File: src/rtl/led_blink_ctrl.sv
// Multi-channel LED driver: shared prescaled timebase, per-channel synchroniser and
// debouncer, and a registered output running OFF / ON / BLINK / ONESHOT.
module led_blink_ctrl #(
   parameter int unsigned CHANNELS = 4,
   parameter int unsigned PRESCALE = 100000,
   parameter int unsigned PRE_W    = 17,
   parameter int unsigned CNT_W    = 8,
   parameter int unsigned DEBOUNCE = 4
) (
   input  logic                  clk,
   input  logic                  rst_n,
   input  logic [CHANNELS-1:0]   in,
   input  logic [2*CHANNELS-1:0] mode,
   input  logic [CNT_W-1:0]      half_period,
   input  logic [CNT_W-1:0]      oneshot_len,
   output logic [CHANNELS-1:0]   out,
   output logic                  tick
);

   localparam int unsigned DB_W = (DEBOUNCE > 1) ? $clog2(DEBOUNCE) : 1;

   localparam logic [1:0] MODE_OFF     = 2'b00;
   localparam logic [1:0] MODE_ON      = 2'b01;
   localparam logic [1:0] MODE_BLINK   = 2'b10;
   localparam logic [1:0] MODE_ONESHOT = 2'b11;

   typedef enum logic {OS_IDLE = 1'b0, OS_ACTIVE = 1'b1} os_state_e;

   logic [PRE_W-1:0]    pre_cnt;
   logic                pre_wrap_c;
   logic [CNT_W-1:0]    blink_last_c;
   logic [CHANNELS-1:0] out_d_c;

   // Timebase: tick is high for the single cycle following the terminal count.
   assign pre_wrap_c = (pre_cnt == PRE_W'(PRESCALE - 1));

   always_ff @(posedge clk or negedge rst_n) begin
      if (!rst_n) begin
         pre_cnt <= '0;
         tick    <= 1'b0;
      end else begin
         pre_cnt <= pre_wrap_c ? '0 : pre_cnt + PRE_W'(1);
         tick    <= pre_wrap_c;
      end
   end

   // A half-period of 0 behaves as 1.
   assign blink_last_c = (half_period == '0) ? '0 : half_period - CNT_W'(1);

   always_ff @(posedge clk or negedge rst_n) begin
      if (!rst_n) out <= '0;
      else        out <= out_d_c;
   end

   for (genvar g = 0; g < CHANNELS; g++) begin : g_ch
      logic [1:0]       sync_q;
      logic             acc_q, acc_d;
      logic [DB_W-1:0]  run_q, run_d;
      logic             trig_c;
      logic [1:0]       mode_c, mode_q;
      logic [CNT_W-1:0] bcnt_q, bcnt_d;
      logic             phase_q, phase_d;
      os_state_e        os_q, os_d;
      logic [CNT_W-1:0] rem_q, rem_d;
      logic             out_d;

      assign mode_c     = mode[2*g +: 2];
      assign out_d_c[g] = out_d;

      always_ff @(posedge clk or negedge rst_n) begin
         if (!rst_n) begin
            sync_q  <= '0;
            acc_q   <= 1'b0;
            run_q   <= '0;
            mode_q  <= MODE_OFF;
            bcnt_q  <= '0;
            phase_q <= 1'b0;
            os_q    <= OS_IDLE;
            rem_q   <= '0;
         end else begin
            sync_q  <= {sync_q[0], in[g]};
            acc_q   <= acc_d;
            run_q   <= run_d;
            mode_q  <= mode_c;
            bcnt_q  <= bcnt_d;
            phase_q <= phase_d;
            os_q    <= os_d;
            rem_q   <= rem_d;
         end
      end

      // Debouncer: trig fires on the tick that accepts a new high level.
      always_comb begin
         acc_d  = acc_q;
         run_d  = run_q;
         trig_c = 1'b0;
         if (tick) begin
            if (sync_q[1] != acc_q) begin
               if (run_q == DB_W'(DEBOUNCE - 1)) begin
                  acc_d  = sync_q[1];
                  run_d  = '0;
                  trig_c = sync_q[1];
               end else begin
                  run_d = run_q + DB_W'(1);
               end
            end else begin
               run_d = '0;
            end
         end
      end

      // Mode datapath and one-shot FSM; any mode change clears all channel state.
      always_comb begin
         bcnt_d  = bcnt_q;
         phase_d = phase_q;
         os_d    = os_q;
         rem_d   = rem_q;
         out_d   = 1'b0;
         if (mode_c != mode_q) begin
            bcnt_d  = '0;
            phase_d = 1'b0;
            os_d    = OS_IDLE;
            rem_d   = '0;
            out_d   = (mode_c == MODE_ON);
         end else begin
            unique case (mode_c)
               MODE_OFF, MODE_ON: begin
                  bcnt_d  = '0;
                  phase_d = 1'b0;
                  os_d    = OS_IDLE;
                  rem_d   = '0;
                  out_d   = (mode_c == MODE_ON);
               end
               MODE_BLINK: begin
                  os_d  = OS_IDLE;
                  rem_d = '0;
                  if (tick) begin
                     if (bcnt_q == blink_last_c) begin
                        bcnt_d  = '0;
                        phase_d = ~phase_q;
                     end else begin
                        bcnt_d = bcnt_q + CNT_W'(1);
                     end
                  end
                  out_d = phase_d;
               end
               MODE_ONESHOT: begin
                  bcnt_d  = '0;
                  phase_d = 1'b0;
                  unique case (os_q)
                     OS_IDLE: begin
                        if (trig_c && (oneshot_len != '0)) begin
                           os_d  = OS_ACTIVE;
                           rem_d = oneshot_len;
                        end
                     end
                     OS_ACTIVE: begin
                        if (trig_c && (oneshot_len != '0)) begin
                           rem_d = oneshot_len;
                        end else if (tick) begin
                           if (rem_q == CNT_W'(1)) begin
                              os_d  = OS_IDLE;
                              rem_d = '0;
                           end else begin
                              rem_d = rem_q - CNT_W'(1);
                           end
                        end
                     end
                  endcase
                  out_d = (os_d == OS_ACTIVE);
               end
            endcase
         end
      end
   end

endmodule
File: config.mk
export PLATFORM = sky130hd
export DESIGN_NAME = led_blink_ctrl
export DESIGN_NICKNAME = d
export VERILOG_FILES = /design/src/rtl/led_blink_ctrl.sv
export SDC_FILE = /design/constraint.sdc
export NUM_CORES = 1
export LEC_CHECK = 0
export CORE_ASPECT_RATIO = 0.9
export CORE_MARGIN = 1
export CORE_UTILIZATION = 50
export CTS_BUF_LIST = sky130_fd_sc_hd__clkbuf_16
export CTS_CLUSTER_SIZE = 20
export DETAILED_ROUTE_END_ITERATION = 8
export GPL_TIMING_DRIVEN = 0
export HOLD_SLACK_MARGIN = 0.06
export PLACE_DENSITY = 0.75
export RECOVER_POWER = 50
export SLEW_MARGIN = 20
export SYNTH_ARGS = -nofsm -noshare
export SYNTH_HDL_FRONTEND = slang
export SYNTH_SLANG_ARGS = --single-unit
File: constraint.sdc
create_clock -name clk -period 2.55 [get_ports clk]
set_clock_uncertainty 0.15 [all_clocks]
set_input_delay 0.255 -clock clk [delete_from_list [all_inputs] [get_ports clk]]
set_output_delay 0.255 -clock clk [all_outputs]
set_load 0.02 [all_outputs]
==> key figures, run 1 <==
Run status
  • Status: finished, violations left
  • Violated checks: setup timing

Global route
  • Congestion Overflow GR: 0
  • First-pass GRT wire length: 30.3 mm
  • Routing usage on met1: 0.359
  • Met3 usage: 0.0591
  • Vias in the first global route: approximately 6100
  • Met2 usage: 0.393
  • GR peak layer: met2
  • Total track usage: 0.259
  • Largest net degree at the start of global routing: 77
  • Initial antenna violation count: 0

Synthesis
  • Mean Syn Cell Area: around 8.8 um2
  • Post-synth EDFFs: 0
  • Synth Register Bits: about 120
  • Warnings, synthesis: 0
  • Synth unique cells: 68
  • Syn nets: 876
  • Post-synth top flop: dfrtp_1
  • Synth Instances: 828
  • Ys async rst share: 1.00
  • Post-Syn Area: 0.00732 mm2
  • Sequential element share of the synthesized area: 0.417

Floorplanning
  • Die area: 0.0151 mm2
  • Core area: 0.0142 mm2
  • Height of the die: 117 um
  • Cell Rows: 41
  • Io pins: 35
  • Chip width: 130 um
  • Initial Util: 0.517

Critical path
  • Crit Path Max Fanout: 4
  • Worst Path Arrival: 2.96 ns
  • Critical Path End Type: register
  • Worst path required time: between 2 and 3 ns
  • Worst R2R Path Depth: 7
  • Critical path launch point type: input port
  • CP Class: in -> reg

Power
  • Max IR drop VDD: 584 uV
  • Leak pwr: 3.83 nW
  • PD cells: between 500 and 600 mW/mm2

STA
  • Hold Vio Cnt, Final: 0
  • Pins over their slew limit: 0
  • Slew headroom: 0.226
  • RSZ-0062 raised after global routing: true
  • Tightest Pin Transition: 1.16 ns
  • Final setup vio count: 22
  • Tmin final: about 2.8 ns
  • Fin Hold WS: between 0.15 and 0.2 ns
  • Post-route setup slack: -0.240 ns
  • Final worst-path cycle share: 1.09
  • F_max: 0.358 GHz

CTS
  • Clk sinks: 122
  • H-tree lvl count: 4
  • Root buf cell: clkbuf_16
  • Clock Pin Slew Worst Setup and Hold Paths: around 0.05 ns
  • CTS buffer count: 17
  • Clk buf depth: 2
  • Clk_lat worst skew: 0.42 ns
  • CTS tree: yes

Final layout
  • Layout cell share with drive strength beyond 1: 0.141
  • Layout Area Growth over Synthesis: 22.8%
  • Post-layout net count: 956
  • Antenna cells: 0

Route
  • DRC: 0
  • Wirelength per Cell: roughly 17 um
  • WL final: 18.5 mm
  • Iter 0 DRT Violations: roughly 670
  • ANT nets after route: 0
  • DR vias: 6576
  • Drt first pass iters: 5
  • Vias/cell: 5.90

Placement
  • HPWL Detailed: ~12 mm
  • Port bufs: 33
  • Place WS: -1.37 ns
  • GP Congestion: 0.991

Job
  • Max cap viols: 0

Hold path
  • Hold Path Stages: 0
  • Worst hold path type: reg -> reg
[stage by stage]
step                      total power [W]  TNS (ns)   util  cells  cell area (um2)
final                             0.00453     -2.27  0.635   1114             8990
after global routing              0.00468     -4.59  0.635   1114             8990
after CTS                         0.00456     -1.92  0.628   1111             8900
after detailed placement          0.00235    -69.74  0.568   1056             8050
after global placement            0.00234   -512.55  0.565   1054             8000
after floorplan                   0.00219     -5.73      -    828             7430
[cell type report]
cell class,instances,area (um2)
Buffer,36,185
Multi-Input combinational cell,642,4310
Clock buffer,17,425
Clock inverter,15,110
Inverter,25,106
Fill cell,1173,5160
Timing Repair Buffer,64,564
Tap cell,193,241
Sequential cell,122,3050
[worst max-delay path, stage by stage]
cell,delay (ns)
buf_8,0.10
clkbuf_16,0.15
clkinv_8,0.04
ha_4,0.12
or4b_4,0.47
buf_6,0.14
o21a_4,0.20
or3_1,0.38
a221oi_2,0.25
o2111ai_2,0.20
or4b_4,0.53
o211ai_1,0.12
[kinds of logic (layout without fill, tap and decap cells)]
group | Yosys count | after routing | synth area share
adder cells (fa/ha/maj) | 18 | 18 | 0.0308
AND/OR/NAND/NOR | 355 | 355 | 0.258
buffers and inverters | 64 | 157 | 0.0333
flip-flops | 122 | 122 | 0.417
XOR/XNOR | 63 | 63 | 0.0772
multiplexers | 11 | 11 | 0.0164
AO/OA/AOI/OAI | 195 | 195 | 0.168
[state kept, by name, summed over array words and instances (netlist names)]
register and flops:
out 4, tick 1, pre_cnt 17, g_ch.mode_q 8
g_ch.bcnt_q 32, g_ch.acc_q 4, g_ch.run_q 8, g_ch.sync_q 8
g_ch.phase_q 4, g_ch.os_q 4, g_ch.rem_q 32
[layer usage]
metal	share of wire	wire length (um)	up-vias
li1	-	-	3169
met1	0.46	8480	3198
met2	0.45	8390	183
met3	0.072	1330	26
met4	0.017	322	0
met5	0	0	-
[final timing paths]
kind / startpoint / end / slack [ns]
worst max-delay path: half_period[0] / out[3] / -0.24
worst min-delay path: g_ch[2].sync_q[0] / g_ch[2].sync_q[1] / 0.20
worst max register to register: g_ch[0].bcnt_q[0] / out[0] / 0.06
worst min register to register: g_ch[2].sync_q[0] / g_ch[2].sync_q[1] / 0.20
max in group asynchronous: rst_n / tick / 0.51
min in group asynchronous: rst_n / g_ch[1].rem_q[7] / 0.47
[timing repair]
action,CTS,global route
setup endpoints to repair,72,65
resized for setup,59,19
gates cloned,0,0
pin swaps,20,8
endpoints found under the hold margin,63,0
hold buffers,1,0
buffers inserted,22,6
[where the power goes]
| group | switching (W) | total (W) | leakage (nW) | internal [W] |
|---|---|---|---|---|
| Clock | 0.000865 | 0.00218 | 0.254 | 0.00131 |
| Sequential | 0.0000147 | 0.00197 | 1.65 | 0.00196 |
| Combinational | 0.000228 | 0.000376 | 1.93 | 0.000148 |
[synth_stat cells (14+ instances only)]
cell type / n / area, um2
dfrtp_1: 122 / 3050
nand2_1: 90 / 338
a21oi_1: 61 / 305
nor3_1: 59 / 295
nor2_1: 53 / 199
o21ai_0: 45 / 225
clkbuf_1: 34 / 128
xor2_1: 33 / 289
xnor2_1: 29 / 254
nand3_1: 27 / 135
inv_1: 25 / 93.8
or3_1: 20 / 125
ha_1: 18 / 225
and3_1: 14 / 87.6
[cell usage in the layout (no fill, tap or decap), types with 17 or more instances in the layout]
master     instances
a21oi_1           61
buf_4             28
clkbuf_1          24
clkbuf_16         18
dfrtp_1          121
ha_1              17
inv_1             24
nand2_1           89
nand3_1           26
nor2_1            52
nor3_1            56
o21ai_0           44
or3_1             20
xnor2_1           29
xor2_1            32
No activity file was read; power rests on OpenSTA's default activity.
==> inputs of run 2 (changes only) <==
--- a/config.mk
+++ b/config.mk
@@ -13,7 +13,7 @@
 export DETAILED_ROUTE_END_ITERATION = 8
 export GPL_TIMING_DRIVEN = 0
 export HOLD_SLACK_MARGIN = 0.06
-export PLACE_DENSITY = 0.75
+export PLACE_DENSITY = 0.72
 export RECOVER_POWER = 50
 export SLEW_MARGIN = 20
 export SYNTH_ARGS = -nofsm -noshare
==> constraint.sdc (replaced) <==
create_clock -name clk -period 3 [get_ports clk]
set_clock_uncertainty 0.15 [all_clocks]
set_input_delay 0.3 -clock clk [delete_from_list [all_inputs] [get_ports clk]]
set_output_delay 0.3 -clock clk [all_outputs]
set_load 0.02 [all_outputs]
==> run 2 against run 1 <==
Clock power down 5%. Hold slack worse by 0.00053 ns. The run now ends clean. Worst setup slack better by 0.27 ns. Critical path type unchanged.
==> key figures, run 2 (synthesized netlist as in run 1, its figures left out) <==
Run status
  • Status: complete, no violations

Final layout
  • Fill count: 1224
  • Layout cell share with drive strength beyond 1: 0.116
  • Antenna cells: 0
  • Finished Core Util: 0.628
  • Layout Area Growth over Synthesis: 21.3%
  • Largest registers: g_ch.bcnt_q x32, g_ch.rem_q x32, pre_cnt x17
  • FF+latch area: 0.00305 mm2
  • Most frequent cells in the layout: dfrtp_1 (121), nand2_1 (90), a21oi_1 (61)
  • Commonest non-fill, non-tap cell in the layout: dfrtp_1
  • Post-layout net count: roughly 950
  • Area of the multi-input gates: 0.00420 mm2

Floorplanning
  • Initial Util: 0.517
  • Io pins: 35
  • Chip width: 130 um
  • Height of the die: 117 um
  • Die area: 0.0151 mm2
  • Core area: around 0.014 mm2
  • Cell Rows: 41

Route
  • Iter 0 DRT Violations: 473
  • Drt first pass iters: 6
  • DR vias: 6444
  • Wirelength per Cell: 16.8 um
  • DRC: 0
  • Vias/cell: 5.82
  • WL final: 18.6 mm
  • ANT nets after route: 0

CTS
  • Clock Pin Slew Worst Setup and Hold Paths: 0.06 ns
  • H-tree lvl count: 4
  • Clk sinks: 122
  • CTS buffer count: 17
  • Clk buf depth: 2
  • Clk_lat worst skew: 0.42 ns
  • CTS tree: yes
  • Root buf cell: clkbuf_16

Critical path
  • Worst Path Arrival: 3.15 ns
  • Cells along the critical path: dlygate4sd2_1 > or4_4 > o41a_1 > or3_4 > a221oi_4 > o2111ai_2 > or4b_4 > o211ai_1
  • Critical path launch point type: input port
  • Critical Path End Type: register
  • Crit path max-delay cell type: or4_4
  • CP Class: in -> reg
  • Slowest cell delay on critical path: 0.56 ns
  • Crit Path Max Fanout: 6
  • Worst path required time: about 3.2 ns

Placement
  • Port bufs: 33
  • Place WS: -1.03 ns
  • HPWL Detailed: about 12 mm
  • GP Congestion: around 0.91

STA
  • Tightest Pin Transition: 1.43 ns
  • Tmin final: 2.97 ns
  • Final worst-path cycle share: 0.991
  • F_max: 0.336 GHz
  • Pins over their slew limit: 0
  • Slew headroom: 0.0457
  • Final setup vio count: 0
  • Setup TNS: 0 ns
  • Hold Vio Cnt, Final: 0
  • Post-route setup slack: 0.0279 ns

Global route
  • Total track usage: 0.255
  • First-pass GRT wire length: 29.8 mm
  • Largest net degree at the start of global routing: between 60 and 70
  • Vias in the first global route: 5813
  • Congestion Overflow GR: 0
  • Initial antenna violation count: 0

Job
  • Max cap viols: 0

Power
  • PD cells: 459 mW/mm2
  • Max IR drop VDD: 449 uV
  • Leak pwr: around 3.7 nW

Hold path
  • Worst hold path type: reg -> reg
-- run 2: cell count changes in the layout (fill, tap and decap cells not counted), sizes merged --
| cell | before | now |
|---|---|---|
| buf | 39 | 26 |
| bufinv | 1 | 3 |
| clkbuf | 49 | 52 |
| clkdlybuf4s15 | 1 | 0 |
| clkdlybuf4s50 | 8 | 14 |
| clkinv | 9 | 8 |
| clkinvlp | 4 | 2 |
| dlygate4sd2 | 4 | 5 |
| dlymetal6s2s | 3 | 0 |
| inv | 26 | 27 |
-- run 2: what timing repair did --
item                                    CTS  global route
pin swaps                                 8             8
hold endpoints to repair                 54             0
endpoints found under the setup margin   56            35
hold buffers                              1             0
buffers inserted                          7            12
resized for setup                        22            20
-- run 2: worst paths after layout --
kind / endpoint / cells past startpoint / from / slack (ns)
max: out[3] / 8 / half_period[3] / 0.03
min: g_ch[1].sync_q[1] / 0 / g_ch[1].sync_q[0] / 0.20
max reg2reg: g_ch[0].rem_q[1] / 8 / tick / 0.15
min reg2reg: g_ch[1].sync_q[1] / 0 / g_ch[1].sync_q[0] / 0.20
max in group asynchronous: tick / 3 / rst_n / 1.08
min in group asynchronous: g_ch[1].bcnt_q[6] / 2 / rst_n / 0.60
-- run 2: worst max-delay path: cells and delay by family --
kind                   cells  cell delay, ns
and+or+nand+nor            3            1.54
AOI/OAI and AO/OA          4            1.00
buffers and inverters      1            0.30
-- run 2: per-stage QoR --
| step | std cells | total power, W | area [um2] | hold WS, ns |
|---|---|---|---|---|
| after global placement | 1054 | 0.00199 | 7970 | 0.183 |
| after CTS | 1096 | 0.00410 | 8720 | 0.152 |
| final | 1107 | 0.00408 | 8880 | 0.196 |
| after global routing | 1107 | 0.00421 | 8880 | 0.206 |
| after floorplan | 828 | 0.00185 | 7400 | -0.146 |
| after detailed placement | 1056 | 0.00200 | 8010 | 0.145 |
-- run 2: layout make-up --
cell class,count,area share
buffer,38,0.0193
clock buffer,17,0.0479
clock inverter,15,0.0194
inverter,25,0.0120
multi-input combinational,642,0.472
sequential,122,0.344
tap,193,0.0272
timing repair buffer,55,0.0582
-- run 2: power by group --
part / internal [W] / switching (W)
Clock: 0.00130 / 0.000778
Combinational: 0.000126 / 0.000191
Sequential: 0.00166 / 0.0000129
-- run 2: per-layer routing --
metal	share of wire	wire length, um	vias to the layer above	global-route usage
li1	-	-	3148	-
met1	0.49	9140	3111	0.372
met2	0.44	8260	168	0.381
met3	0.056	1040	17	0.0573
met4	0.0090	168	0	0.0674
met5	0	0	-	0
==> inputs of run 3 (changes only) <==
--- a/config.mk
+++ b/config.mk
@@ -7,13 +7,13 @@
 export LEC_CHECK = 0
 export CORE_ASPECT_RATIO = 0.9
 export CORE_MARGIN = 1
-export CORE_UTILIZATION = 50
+export CORE_UTILIZATION = 40
 export CTS_BUF_LIST = sky130_fd_sc_hd__clkbuf_16
 export CTS_CLUSTER_SIZE = 20
 export DETAILED_ROUTE_END_ITERATION = 8
 export GPL_TIMING_DRIVEN = 0
 export HOLD_SLACK_MARGIN = 0.06
-export PLACE_DENSITY = 0.72
+export PLACE_DENSITY = 0.61
 export RECOVER_POWER = 50
 export SLEW_MARGIN = 20
 export SYNTH_ARGS = -nofsm -noshare
==> run 3 against run 2 <==
The flow now finishes with violations (capacitance limit, slew limit). Die area up 25%. Global-route usage shrank 4.8 points. Register-to-register slack better by 0.14 ns. Maximum frequency grew 2.3%. Worst setup slack gained 0.067 ns. Core utilization shrank 13 points. Design area decreased by 0.32%. Via count decreased by 1.3%. Power down 5.6%. Final cell count is 4.0% higher.
==> key figures, run 3 (synthesized netlist as in run 1, its figures left out) <==
Run status
  • Status: finished, violations left
  • Violated checks: capacitance limit, slew limit

Critical path
  • Worst path required time: between 3 and 4 ns
  • Cells along the critical path: dlygate4sd2_1 > buf_2 > or4_1 > a22oi_1 > xnor2_1 > o21ai_1 > or4_1 > or4_1 > nand3_1
  • CP Class: in -> reg
  • Critical path's most frequent cell: or4_1
  • Critical path launch point type: input port
  • Slowest cell delay on critical path: 0.60 ns
  • Crit path max-delay cell type: or4_1
  • Worst Path Arrival: just over 3 ns
  • Crit Path Max Fanout: 10
  • Critical Path End Type: register

STA
  • RSZ-0062 raised after global routing: true
  • Final worst-path cycle share: 0.968
  • F_max: 0.344 GHz
  • Hold Vio Cnt, Final: 0
  • Fin Hold WS: 0.198 ns
  • Final setup vio count: 0
  • Tmin final: 2.90 ns
  • Tightest Pin Transition: 1.59 ns
  • Pins over their slew limit: 30
  • Slew headroom: -0.0584

Hold path
  • Worst hold path type: reg -> reg

Global route
  • Initial antenna violation count: 0
  • Largest net degree at the start of global routing: 95
  • Vias in the first global route: 5830
  • Congestion Overflow GR: 0
  • First-pass GRT wire length: 30.1 mm
  • Total track usage: 0.207

CTS
  • CTS tree: yes
  • Clock Pin Slew Worst Setup and Hold Paths: about 0.06 ns
  • Clk sinks: roughly 120
  • H-tree lvl count: 4
  • Clk_lat worst skew: 0.42 ns
  • Clk buf depth: 2
  • Root buf cell: clkbuf_16
  • CTS buffer count: 17

Job
  • Max cap viols: 1

Placement
  • Placed insts: between 1000 and 1500
  • Area after DPL: between 0.008 and 0.009 mm2
  • Port bufs: 33
  • GP Congestion: just under 0.9
  • HPWL Detailed: 12.8 mm

Power
  • Flop pwr share: 0.436
  • Max IR drop VDD: roughly 340 uV
  • Clock group share of total power: 0.484
  • Power, Total: 0.00385 W
  • Switching share of power: 0.245
  • Leak pwr: 3.72 nW
  • PD cells: 435 mW/mm2
  • Int Pwr: 0.00291 W
  • Combinational power share: 0.080
  • Net load switching power: 0.000943 W

Floorplanning
  • Height of the die: between 100 and 150 um
  • Io pins: 35
  • Initial Util: 0.412
  • Chip width: 145 um
  • Die area: 0.0189 mm2
  • Cell Rows: 46
  • Core area: 0.0178 mm2

Route
  • DRC: 0
  • DR vias: 6361
  • Drt first pass iters: 5
  • WL final: 18.6 mm
  • Iter 0 DRT Violations: around 350
  • Vias/cell: ~5.5
  • Wirelength per Cell: 16.2 um
  • ANT nets after route: 0

Final layout
  • Non-Filler Instances: 1151
  • Commonest non-fill, non-tap cell in the layout: dfrtp_1
  • Design area: 0.00886 mm2
  • Most frequent cells in the layout: dfrtp_1 (121), nand2_1 (90), a21oi_1 (61)
  • Largest registers: g_ch.bcnt_q x32, g_ch.rem_q x32, pre_cnt x17
  • Finished Core Util: 0.498
  • Layout cell share with drive strength beyond 1: 0.109
  • Layout Area Growth over Synthesis: 21.0%
  • Post-layout net count: 946
  • Antenna cells: 0
## run 3: cell count changes in the layout (fill, tap and decap cells not counted), sizes merged
cell | before | now
clkinv | 8 | 11
buf | 26 | 24
bufinv | 3 | 1
clkbuf | 52 | 51
clkdlybuf4s15 | 0 | 1
clkdlybuf4s50 | 14 | 15
dlygate4sd2 | 5 | 4
dlygate4sd3 | 13 | 12
inv | 27 | 26
## run 3: cell type report
cell class	instances	area, um2
clock buffer	17	425
buffer	38	195
timing repair buffer	52	473
multi-input combinational	642	4190
fill	1691	8930
tap	240	300
clock inverter	15	113
sequential	122	3050
inverter	25	106
## run 3: timing repair
item                                    in CTS  in global routing
pin swaps                                    8                 12
setup buffers                                6                 10
endpoints found under the setup margin      56                 37
resized for setup                           22                 22
hold endpoints to repair                   122                  0
hold buffers                                 1                  0
## run 3: path summary, 6_finish.rpt
path / from / to / slack (ns) / depth (start not counted)
min in group asynchronous: rst_n / g_ch[2].rem_q[4] / 0.66 / 2
max in group asynchronous: rst_n / tick / 0.43 / 3
setup reg to reg: g_ch[2].rem_q[4] / out[2] / 0.29 / 6
hold reg to reg: g_ch[3].sync_q[0] / g_ch[3].sync_q[1] / 0.20 / 0
hold / removal: g_ch[3].sync_q[0] / g_ch[3].sync_q[1] / 0.20 / 0
setup / recovery: half_period[2] / out[0] / 0.1 / 9
## run 3: critical path: cells and delay by family
kind / cells / cell delay, ns
AND/OR/NAND/NOR: 4 / 1.75
buffers and inverters: 2 / 0.46
AO/OA/AOI/OAI: 2 / 0.41
XOR/XNOR: 1 / 0.19
## run 3: metal layers
layer  GRT usage  vias up  share of wire  wire length (um)
met5           0        -              0                 0
li1            -     3156              -                 -
met1       0.299     3040           0.49              9110
met4      0.0576        0          0.012               229
met2       0.309      144           0.44              8230
met3      0.0492       21          0.057              1060
## run 3: stage by stage
| step | setup TNS [ns] | worst slack, ns |
|---|---|---|
| floorplan | -0.107 | -0.0680 |
| global placement | -481.61 | -3.54 |
| detailed placement | -51.48 | -1.16 |
| CTS | 0 | 0.0396 |
| global route | -0.157 | -0.0351 |
| finish | 0 | 0.0951 |
## run 3: power by group through the flow
stage / combinational (W) / clock (W) / sequential (W)
floorplan: 0.000149 / 0 / 0.00171
global placement: 0.000288 / 0 / 0.00171
detailed placement: 0.000294 / 0 / 0.00171
CTS: 0.000303 / 0.00191 / 0.00168
global route: 0.000342 / 0.00198 / 0.00168
finish: 0.000309 / 0.00186 / 0.00168
